**src/rtl/cnt_seq_pkg.sv**
```systemverilog
// Shared definitions for the cascaded-counter command sequencer: mode codes,
// controller states and small helper functions.
package cnt_seq_pkg;

    localparam logic [1:0] MODE_UP  = 2'b00;
    localparam logic [1:0] MODE_DN  = 2'b01;
    localparam logic [1:0] MODE_UP3 = 2'b10;
    localparam logic [1:0] MODE_LD  = 2'b11;

    localparam int unsigned STATE_W = 3;

    typedef enum logic [STATE_W-1:0] {
        StIdle  = 3'd0,
        StClr   = 3'd1,
        StLoad  = 3'd2,
        StAck   = 3'd3,
        StRun   = 3'd4,
        StDrain = 3'd5,
        StDone  = 3'd6
    } state_e;

    // Increment that sticks at the all-ones value of a width-bit counter.
    function automatic logic [31:0] sat_inc(input logic [31:0] val, input int unsigned width);
        logic [31:0] max_val;
        max_val = (width >= 32) ? 32'hFFFF_FFFF : ((32'd1 << width) - 32'd1);
        return (val >= max_val) ? max_val : val + 32'd1;
    endfunction

    // Where a command goes once any counter clear has been issued.
    function automatic state_e cmd_dispatch(input logic [1:0] mode, input logic len_nz);
        if (mode == MODE_LD) begin
            return StLoad;
        end
        return len_nz ? StRun : StDone;
    endfunction

endpackage

```
**src/rtl/cnt_seq_fsm.sv**
```systemverilog
// Sequencer state register, next-state logic and the RUN-length down-counter.
// The length is captured at accept and consumed one per enable cycle.
module cnt_seq_fsm
    import cnt_seq_pkg::*;
#(
    parameter int unsigned LEN_W = 8
) (
    input  logic               clk,
    input  logic               reset,
    input  logic               accept,
    input  logic               cmd_clr,
    input  logic [1:0]         cmd_mode,
    input  logic [LEN_W-1:0]   cmd_len,
    input  logic [1:0]         cur_mode,
    input  logic               halt,
    output logic [STATE_W-1:0] state
);

    state_e           state_q;
    logic [LEN_W-1:0] remaining_q;

    assign state = state_q;

    always_ff @(posedge clk) begin
        if (reset) begin
            state_q     <= StIdle;
            remaining_q <= '0;
        end else begin
            unique case (state_q)
                StIdle: begin
                    if (accept) begin
                        remaining_q <= cmd_len;
                        state_q     <= cmd_clr ? StClr
                                               : cmd_dispatch(cmd_mode, cmd_len != '0);
                    end
                end
                StClr:   state_q <= cmd_dispatch(cur_mode, remaining_q != '0);
                StLoad:  state_q <= StAck;
                StAck:   state_q <= StDone;
                StRun: begin
                    // The cycle that samples halt is still an enable cycle.
                    remaining_q <= remaining_q - LEN_W'(1);
                    if (remaining_q == LEN_W'(1) || halt) begin
                        state_q <= StDrain;
                    end
                end
                StDrain: state_q <= StDone;
                StDone:  state_q <= StIdle;
                default: state_q <= StIdle;
            endcase
        end
    end

endmodule

```
**src/rtl/cnt_seq_ctrl.sv**
```systemverilog
// Command sequencer driving the cascaded counter's control inputs.
// Build option CNT_SEQ_WRAP_STOP_EN: the first rco seen in RUN ends the run early.
module cnt_seq_ctrl
    import cnt_seq_pkg::*;
#(
    parameter int unsigned WIDTH = 32,
    parameter int unsigned LEN_W = 8,
    parameter int unsigned RCO_W = 8
) (
    input  logic             clk,
    input  logic             reset,
    input  logic             cmd_valid,
    output logic             cmd_ready,
    input  logic [1:0]       cmd_mode,
    input  logic [WIDTH-1:0] cmd_value,
    input  logic [LEN_W-1:0] cmd_len,
    input  logic             cmd_clr,
    input  logic             cmd_abort,
    output logic             cnt_enable,
    output logic [1:0]       cnt_mode,
    output logic [WIDTH-1:0] cnt_d,
    output logic             cnt_reset,
    input  logic             cnt_load,
    input  logic             cnt_rco,
    output logic             done,
    output logic             aborted,
    output logic             err,
    output logic [RCO_W-1:0] rco_count
);

    logic [STATE_W-1:0] state_bits;
    state_e             st;
    logic               accept;
    logic               wrap_stop;
    logic               halt;

    logic [1:0]       mode_q;
    logic [WIDTH-1:0] value_q;
    logic             aborted_q;
    logic             err_q;
    logic [RCO_W-1:0] rco_count_q;
    logic [RCO_W-1:0] rco_inc;

    assign st     = state_e'(state_bits);
    assign accept = cmd_valid && cmd_ready;

`ifdef CNT_SEQ_WRAP_STOP_EN
    assign wrap_stop = cnt_rco;
`else
    assign wrap_stop = 1'b0;
`endif

    assign halt = cmd_abort || wrap_stop;

    cnt_seq_fsm #(
        .LEN_W (LEN_W)
    ) u_fsm (
        .clk      (clk),
        .reset    (reset),
        .accept   (accept),
        .cmd_clr  (cmd_clr),
        .cmd_mode (cmd_mode),
        .cmd_len  (cmd_len),
        .cur_mode (mode_q),
        .halt     (halt),
        .state    (state_bits)
    );

    assign rco_inc = RCO_W'(sat_inc(32'(rco_count_q), RCO_W));

    always_ff @(posedge clk) begin
        if (reset) begin
            mode_q      <= MODE_UP;
            value_q     <= '0;
            aborted_q   <= 1'b0;
            err_q       <= 1'b0;
            rco_count_q <= '0;
        end else if (accept) begin
            mode_q      <= cmd_mode;
            // cnt_d keeps showing the last load value across count commands.
            if (cmd_mode == MODE_LD) begin
                value_q <= cmd_value;
            end
            aborted_q   <= 1'b0;
            err_q       <= 1'b0;
            rco_count_q <= '0;
        end else begin
            unique case (st)
                StAck: begin
                    if (!cnt_load) begin
                        err_q <= 1'b1;
                    end
                end
                StRun: begin
                    if (cmd_abort) begin
                        aborted_q <= 1'b1;
                    end
                    if (cnt_rco) begin
                        rco_count_q <= rco_inc;
                    end
                end
                // rco lags enable by a cycle, so the drain cycle still counts.
                StDrain: begin
                    if (cnt_rco) begin
                        rco_count_q <= rco_inc;
                    end
                end
                default: ;
            endcase
        end
    end

    assign cmd_ready  = (st == StIdle);
    assign cnt_enable = (st == StRun) || (st == StLoad);
    assign cnt_mode   = mode_q;
    assign cnt_d      = value_q;
    assign cnt_reset  = reset || (st == StClr);
    assign done       = (st == StDone);
    assign aborted    = aborted_q;
    assign err        = err_q;
    assign rco_count  = rco_count_q;

endmodule
```
**config.mk**
```make
export PLATFORM = sky130hd
export DESIGN_NAME = cnt_seq_ctrl
export DESIGN_NICKNAME = d
export VERILOG_FILES = /design/src/rtl/cnt_seq_pkg.sv /design/src/rtl/cnt_seq_fsm.sv /design/src/rtl/cnt_seq_ctrl.sv
export SDC_FILE = /design/constraint.sdc
export NUM_CORES = 1
export LEC_CHECK = 0
export CORE_MARGIN = 2
export CORE_UTILIZATION = 30
export DETAILED_ROUTE_END_ITERATION = 16
export DONT_BUFFER_PORTS = 1
export PLACE_DENSITY = 0.51
export SYNTH_ARGS = -nofsm -noshare
export SYNTH_HDL_FRONTEND = slang
export SYNTH_SLANG_ARGS = --single-unit
```
**constraint.sdc**
```tcl
create_clock -name clk -period 1.9 [get_ports clk]
set_clock_uncertainty 0.15 [all_clocks]
set_input_delay 0 -clock clk [delete_from_list [all_inputs] [get_ports clk]]
set_output_delay 0 -clock clk [all_outputs]
set_load 0.005 [all_outputs]
```
# == Word-level counts from Yosys, hierarchy flattened ==
# Cells that the tools add are included.
# totals
ff_bits,55
in_bits,49
out_inout_bits,48
# classes
n_addsub,2
n_lt_le_gt_ge,1
n_eq_ne,11
n_mux,20
bitwise,1
n_reduce_logical,17
# op_table
op,count
$mux 3,7
$mux 8,2
$pmux 8 s2,1
$reduce_bool 8->1,2
$pmux 3 s5,1
$reduce_and 2->1,6
$eq 3x3->1 const B,3
$add 8x1->8 const B,1
$eq 8x1->1 const B,1
$ge 8x8->1 const B,1
$sub 8x1->8 const B,1
$mux 1,7
$eq 3x2->1 const B,2
$reduce_or 2->1,3
$eq 2x2->1 const B,2
$mux 2,2
$ne 2x1->1 const B,2
$eq 3x1->1 const B,1
$logic_not 3->1,1
$logic_or 1x1->1,3
$reduce_bool 2->1,1
$logic_and 1x1->1,1
$not 1->1,1

# == Logic depth before layout (Yosys ltp) ==
# Gate-level depths: netlist of run 1.
# logic_depth
depth_word,9
mapped_depth,6
mapped_depth_nobuf,5

# == Cells and area by module ==
# A second synthesis of run 1 with hierarchy kept.
# hier_totals
hier_cells,313
area_unflattened_um2,2560.0
# by_module_without_submodules
module,n_inst,cells_per_inst,area_each_um2,seq_area_each_um2
cnt_seq_ctrl,1,223,1859.3,880.8
cnt_seq_fsm,1,90,700.7,220.2

# == Worst setup path after synthesis of run 1 ==
# No wires, ideal clock.
# synth_timing
kind,flip-flop to flip-flop
from,register u_fsm.state_q[0] (netlist: u_fsm.state[0])
to,register u_fsm.state_q[1] (netlist: u_fsm.state[1])
setup_ns,0.130
t_arrival_ns,1.324
required_ns,1.620
setup_slack_ns,0.296
stages_incl_launch_ff,5
n_path_buf,1
period_less_slack_ns,1.604
path_cell_list,dfxtp_1 > clkbuf_8 > or3b_2 > a211oi_1 > a311oi_1
# synth_via
elab_chain_len,4
elab_cells_between_ends,12
cone_classes,eq/ne: 7; mux: 1; reduce/logical: 4
# synth_rtl
element,line_no,rtl
"start, declared",cnt_seq_fsm.sv:19,state_e state_q;
"start signal, assigned",cnt_seq_fsm.sv:26,state_q <= StIdle;
"start signal, assigned",cnt_seq_fsm.sv:33,state_q <= cmd_clr ? StClr
"start signal, assigned",cnt_seq_fsm.sv:37,"StClr: state_q <= cmd_dispatch(cur_mode, remaining_q != '0);"
"parallel branches: the longest is 4 deep, another holds $pmux 3 s5",-,
# Parallel ways; which one is timed is not known.
# A chain may end at the register's enable or synchronous reset.

# == Final worst setup path of run 1 ==
# layout_timing
from,register u_fsm.state_q[0] (netlist: u_fsm.state[0])
to,register value_q[21] (netlist: cnt_d[21])
# layout_via
elab_chain_len,3
# layout_rtl
element,line_no,rtl
$logic_not 3->1,cnt_seq_ctrl.sv:113,assign cmd_ready = (st == StIdle);
$logic_and 1x1->1,cnt_seq_ctrl.sv:45,assign accept = cmd_valid && cmd_ready;
$reduce_and 2->1 (no line),-,
"end signal, assigned",cnt_seq_ctrl.sv:82,value_q <= cmd_value;
"end, declared",cnt_seq_ctrl.sv:38,logic [WIDTH-1:0] value_q;
# No other way between the ends.

==> results.md, run 1 <==
* Global-route wire length before repair at 9270 um
* P_sw at 0.000720 W
* CP max FO at 32
* Internal power at 0.00187 W
* Synth warn at 0
* Worst-path clk slew at 100 ps
* Nets@finish at 384
* Detailed Route Iter0 Violations at 105
* Final number of max-transition violations at 0
* Combinational Power Share at 20.4%
* Hold crit path type: in2reg
* Routed len/inst at 13.7 um
* TritonCTS Buffers at 5
* CTS root buf: clkbuf_8
* Worst-Skew Late Latency at 300 ps
* Peak VDD IR at 0.000293 V
* Syn Nets at 338
* Top-level I/O count at 97
* Setup crit start kind: register
* Gpl congestion at 0.816
* Router iterations before antenna repair at 4
* Max_slew headroom at 74.4%
* Syn Inst Count at 285
* Full die area at 8660 sq um
* Chip Height at 93.1 um
* Slew @ Worst Pin at 382 ps
* Synth top area cells: dfxtp_1 46%, nand2_1 13%, a21oi_1 9.3%, ha_1 2.1%, buf_6 1.9%
* Setup bufs post-CTS at 0
* Area leader, netlist: dfxtp_1
* TNS Setup at 0 ps
* Syn avg cell area at 8.35 sq um
* Area grow syn2layout at 28.5%
* Pin count of the biggest net entering global routing at 47
* Top sig layer: met4
* Post-synthesis async set-or-reset flop share at 0%
* Via density at 4.83
* Dpl ws at 120 ps
* CTS tree: yes
* Final worst path period share at 94.2%
* Hold Startpoint: cmd_mode[0]
* Post-DP HPWL at 4030 um
* Endpoints failing setup at 0
* Total number of vias at 2091
* IO buf count at 0
* Met2 routed WL at 2830 um
* Starting density of the core at 31.0%
* Fillcell total at 797
* Tot GR Track Use at 13.2%
* Fmax at 0.558 GHz
* P_leak at 1.08 nW
* Met3 routed WL at 294 um
* Core area at 7690 sq um
* Seq pwr share at 50.3%
* CTS Buffer Depth at 2
* Initial antenna violation count at 0
* Yosys top cell area share at 46.3%
* Netlist Area Pre-Place at 2380 sq um
* Number of max-cap violations at 0
* Routed Antenna Nets at 0
* M1 wire length at 2730 um
* Status: completed
* Worst setup EP type: register
* Vias in the first global route at 1951
* Yosys cell types at 49
* # hold bufs at CTS at 48
* Power share of the clock group at 29.2%
* CP Data Arrival Time at 1870 ps
* Min Tclk post-route at 1790 ps
* Post-synth EDFFs at 0
* Synth top cells by count: 80 x nand2_1, 55 x dfxtp_1, 44 x a21oi_1
* Top-count cell post-synth: nand2_1
* FF-to-FF Start: u_fsm.state[0]
* Seq/Total Area, Yosys at 46.3%
* Drt total wl at 5930 um
* Clock H-tree levels at 2
* CP required at 1980 ps
* Critical Setup Path Class: reg2reg
* Gr ovfl total at 0
* Post_cts resized at 0
* #FFs+latches synth at 55
* Num Clock Sinks at 55
* Synth Flop Type: dfxtp_1
* RSZ-0062 raised after global routing: false
* Sw Ratio at 27.8%
* DIE WIDTH at 93.1 um
* Pwr dens at 845 nW/um^2
* Row count at 32
* Antenna Cells at 0
* Setup WS post-layout at 109 ps
* Crit path from: u_fsm.state[0]
* Share of cells above drive strength 1 at 8.16%
* Remaining DRCs at 0
* Final hold violations at 0
## registers in the layout, indices dropped and copies added (netlist names)
signal	count
cnt_d	32
rco_count	8
u_fsm.remaining_q	8
u_fsm.state	3
cnt_mode	2
aborted	1
err	1
## power groups by stage
stage	Clock (W)	Combinational, W	Sequential [W]
6_report	0.000756	0.000528	0.00130
5_1_grt	0.000843	0.000586	0.00131
4_1_cts	0.000807	0.000532	0.00130
3_5_place_dp	0	0.000427	0.00133
3_3_place_gp	0	0.000422	0.00133
2_1_floorplan	0	0.000369	0.00131
## path summary, 6_finish.rpt
kind / endpoint / slack, ps / depth (start not counted)
max: cnt_d[21] / 110 / 5
min: cnt_d[0] / 20 / 4
max reg2reg: cnt_d[21] / 110 / 5
min reg2reg: cnt_d[13] / 330 / 2
## per-layer routing
layer | up-vias | global-route usage (%)
li1 | 1072 | -
met1 | 959 | 16.5
met2 | 54 | 22.2
met3 | 6 | 3.22
met4 | 0 | 4.41
met5 | - | 0
## stage by stage
stage	cells	hold WS [ps]	total power, W	area (sq um)	utilization [%]
after floorplan	285	-14.0	0.00167	2380	-
after global placement	378	-70.9	0.00175	2460	32.0
after detailed placement	378	-69.2	0.00175	2460	32.0
after CTS	433	7.80	0.00264	3060	39.8
after global routing	433	23.5	0.00274	3060	39.8
final	433	20.9	0.00259	3060	39.8
## worst max-delay path, cell delays in order, from the launching register on
cell and delay [ps]:
dfxtp_1 390, or4b_4 630, nor2_4 150, buf_12 180, nand2_1 70, a21oi_1 140
## cells by family after synthesis
family                     synth area share [%]
muxes                                     0.421
DFF                                        46.3
xor gates and xnor gates                   1.47
buffers and inverters                      6.05
and+or+nand+nor                            25.4
adders and majority gates                  2.10
AOI/OAI and AO/OA                          18.3
## final cells by class
type | count | area [sq um] | area share, %
Clock buffer | 5 | 68.8 | 2.25
Clock inverter | 2 | 37.5 | 1.23
Inverter | 5 | 18.8 | 0.613
Multi-Input combinational cell | 207 | 1130 | 37.1
Sequential cell | 55 | 1100 | 36.0
Tap cell | 102 | 128 | 4.17
Timing Repair Buffer | 57 | 571 | 18.7
## layout by cell type (no fill, tap or decap), types with 3 or more instances in the layout
| cell | n |
|---|---|
| nand3_1 | 7 |
| o211ai_1 | 5 |
| ha_1 | 4 |
| nand2_1 | 80 |
| a21oi_1 | 44 |
| or4_1 | 3 |
| clkbuf_8 | 5 |
| dlygate4sd3_1 | 47 |
| a211oi_1 | 3 |
| nor3_1 | 3 |
| xor2_1 | 3 |
| buf_4 | 8 |
| nor2_1 | 10 |
| a31oi_1 | 6 |
| inv_1 | 5 |
| dfxtp_1 | 55 |
| a311oi_1 | 3 |
Note: power is estimated with default switching activity, not from simulation.
==> inputs of run 2 (changes only) <==
CORE_UTILIZATION = 45   (was 30)
PLACE_DENSITY = 0.67   (was 0.51)
==> run 2 against run 1 <==
Hold slack better by 8.6 ps. Via count is 4.4% higher. Sequential power hardly changed. Critical path type unchanged. Sequential share of layout area is 0.78 points higher. Largest cell class unchanged. Die area is 32% lower. Count of clock-buffer cells in the layout is 2 higher. Register-to-register slack hardly changed. Design area is 2.1% lower. Worst setup slack worse by 14 ps. Clock power is 19% lower. Highest routed layer unchanged. Final cell count is 7.2% lower. Flip-flop and latch count stayed put.
==> results.md, run 2 (synthesis gave the netlist of run 1 again) <==
* Chip Height at 76.7 um
* Tot GR Track Use at 20.0%
* Pwr dens at 818 nW/um^2
* Crit path from: u_fsm.state[0]
* Full die area at 5890 sq um
* Worst-Skew Late Latency at 300 ps
* Routed len/inst at 14.8 um
* Post-layout util at 58.6%
* Peak VDD IR at 0.000446 V
* DP Cell Count at 346
* Clock H-tree levels at 2
* Final worst path period share at 95.0%
* RSZ-0062 raised after global routing: false
* CP Data Arrival Time at 1880 ps
* Routed Antenna Nets at 0
* Num Clock Sinks at 55
* Setup bufs post-CTS at 0
* Min Tclk post-route at 1800 ps
* Detailed Route Iter0 Violations at 55
* Vias in the first global route at 2117
* Fmax at 0.554 GHz
* CP top delay family: simple AND/OR/NAND/NOR gates
* Reg2Reg Setup Slack at 100 ps
* Number of max-cap violations at 0
* Worst-path clk slew at 90 ps
* Fillcell total at 464
* TNS Setup at 0 ps
* Commonest non-fill, non-tap cell in the layout: nand2_1
* P_leak at 1.07 nW
* Worst-path cell chain: or4b_4 -> nor2_4 -> buf_12 -> nand2_1 -> a21oi_1
* Worst setup EP type: register
* Starting density of the core at 46.6%
* Final hold violations at 0
* Worst hold slack at 29.5 ps
* Final number of max-transition violations at 0
* CTS root buf: clkbuf_8
* Gr ovfl total at 0
* Global-route wire length before repair at 9690 um
* Max incr delay on CP at 590 ps
* Total number of vias at 2182
* Endpoints failing setup at 0
* Area grow syn2layout at 25.8%
* CP Capture Point: cnt_d[21]
* Slew @ Worst Pin at 333 ps
* Top-level I/O count at 97
* Router iterations before antenna repair at 4
* Post-DP Area at 2420 sq um
* Initial antenna violation count at 0
* CP max-delay cell: or4b_4
* CTS tree: yes
* TritonCTS Buffers at 5
* CP required at 1970 ps
* # hold bufs at CTS at 48
* Remaining DRCs at 0
* Max_slew headroom at 77.5%
* Share of cells above drive strength 1 at 7.83%
* Via density at 5.43
* CTS Buffer Depth at 2
* Reg2Reg Depth at 5
* Antenna Cells at 0
* Status: completed
* Setup crit start kind: register
* Most frequent cells in the layout: 80 x nand2_1, 55 x dfxtp_1, 47 x dlygate4sd3_1
* Pin count of the biggest net entering global routing at 47
* Worst R2R End: cnt_d[21]
* Hold crit path type: in2reg
* Nets@finish at 384
* FF-to-FF Start: u_fsm.state[0]
* Post_cts resized at 0
* CP max FO at 32
* Critical path depth at 5
* Row count at 26
* Gpl congestion at 0.865
* Post-DP HPWL at 3690 um
* Drt total wl at 5940 um
* DIE WIDTH at 76.7 um
* Core area at 5110 sq um
* CP Buf/Inv Count at 1
* Fin area at 2990 sq um
* Max reg flops at 32
* Final Non-Filler Cells at 402
* Critical Setup Path Class: reg2reg
* IO buf count at 0
run 2: cell types whose count changed in the layout (fill, tap and decap cells not counted):
cell and delta:
clkbuf_1 +2, clkinv_2 +1, bufinv_16 -1, clkinvlp_4 -1
run 2: per-stage QoR:
stage	power, W	setup WS, ps
2_1_floorplan	0.00167	296
3_5_place_dp	0.00175	110
3_3_place_gp	0.00174	137
6_report	0.00245	95.5
5_1_grt	0.00259	2.09
4_1_cts	0.00247	101
run 2: how the worst min path moves through the flow:
stage                      start            to  slack (ps)  cells after the start
floorplan           cmd_value[0]      cnt_d[0]         -10                      2
global route             cnt_rco  rco_count[0]          30                      3
CTS                    cmd_valid   cnt_mode[1]          20                      4
global placement           reset     cnt_d[30]         -70                      1
finish               cmd_mode[0]     cnt_d[29]          30                      4
detailed placement         reset   cnt_mode[1]         -70                      1
run 2: layer usage:
metal,GRT usage [%],up-vias,part of all wire (%)
met1,23.2,1030,42
met2,35.8,64,52
li1,-,1080,-
met4,5.45,0,1.1
met5,0,-,0
met3,5.65,8,5.2
run 2: where the power goes:
| group | internal (W) | switching (W) |
|---|---|---|
| Combinational | 0.000251 | 0.000277 |
| Clock | 0.000260 | 0.000354 |
| Sequential | 0.00123 | 0.0000778 |
| Total | 0.00174 | 0.000709 |
run 2: layout make-up:
type | count | area (sq um) | area share, %
multi-input cells | 207 | 1130 | 37.9
flip-flops and latches | 55 | 1100 | 36.8
repair buffers | 57 | 571 | 19.1
well taps | 70 | 87.6 | 2.93
clock buffers | 7 | 76.3 | 2.55
inverters | 5 | 18.8 | 0.627
clock inverters | 1 | 5.00 | 0.167
run 2: worst register-to-register path, cell delays in order, from the launching register on:
cell and delay, ps:
dfxtp_1 420, or4b_4 600, nor2_4 140, buf_12 190, nand2_1 80, a21oi_1 150
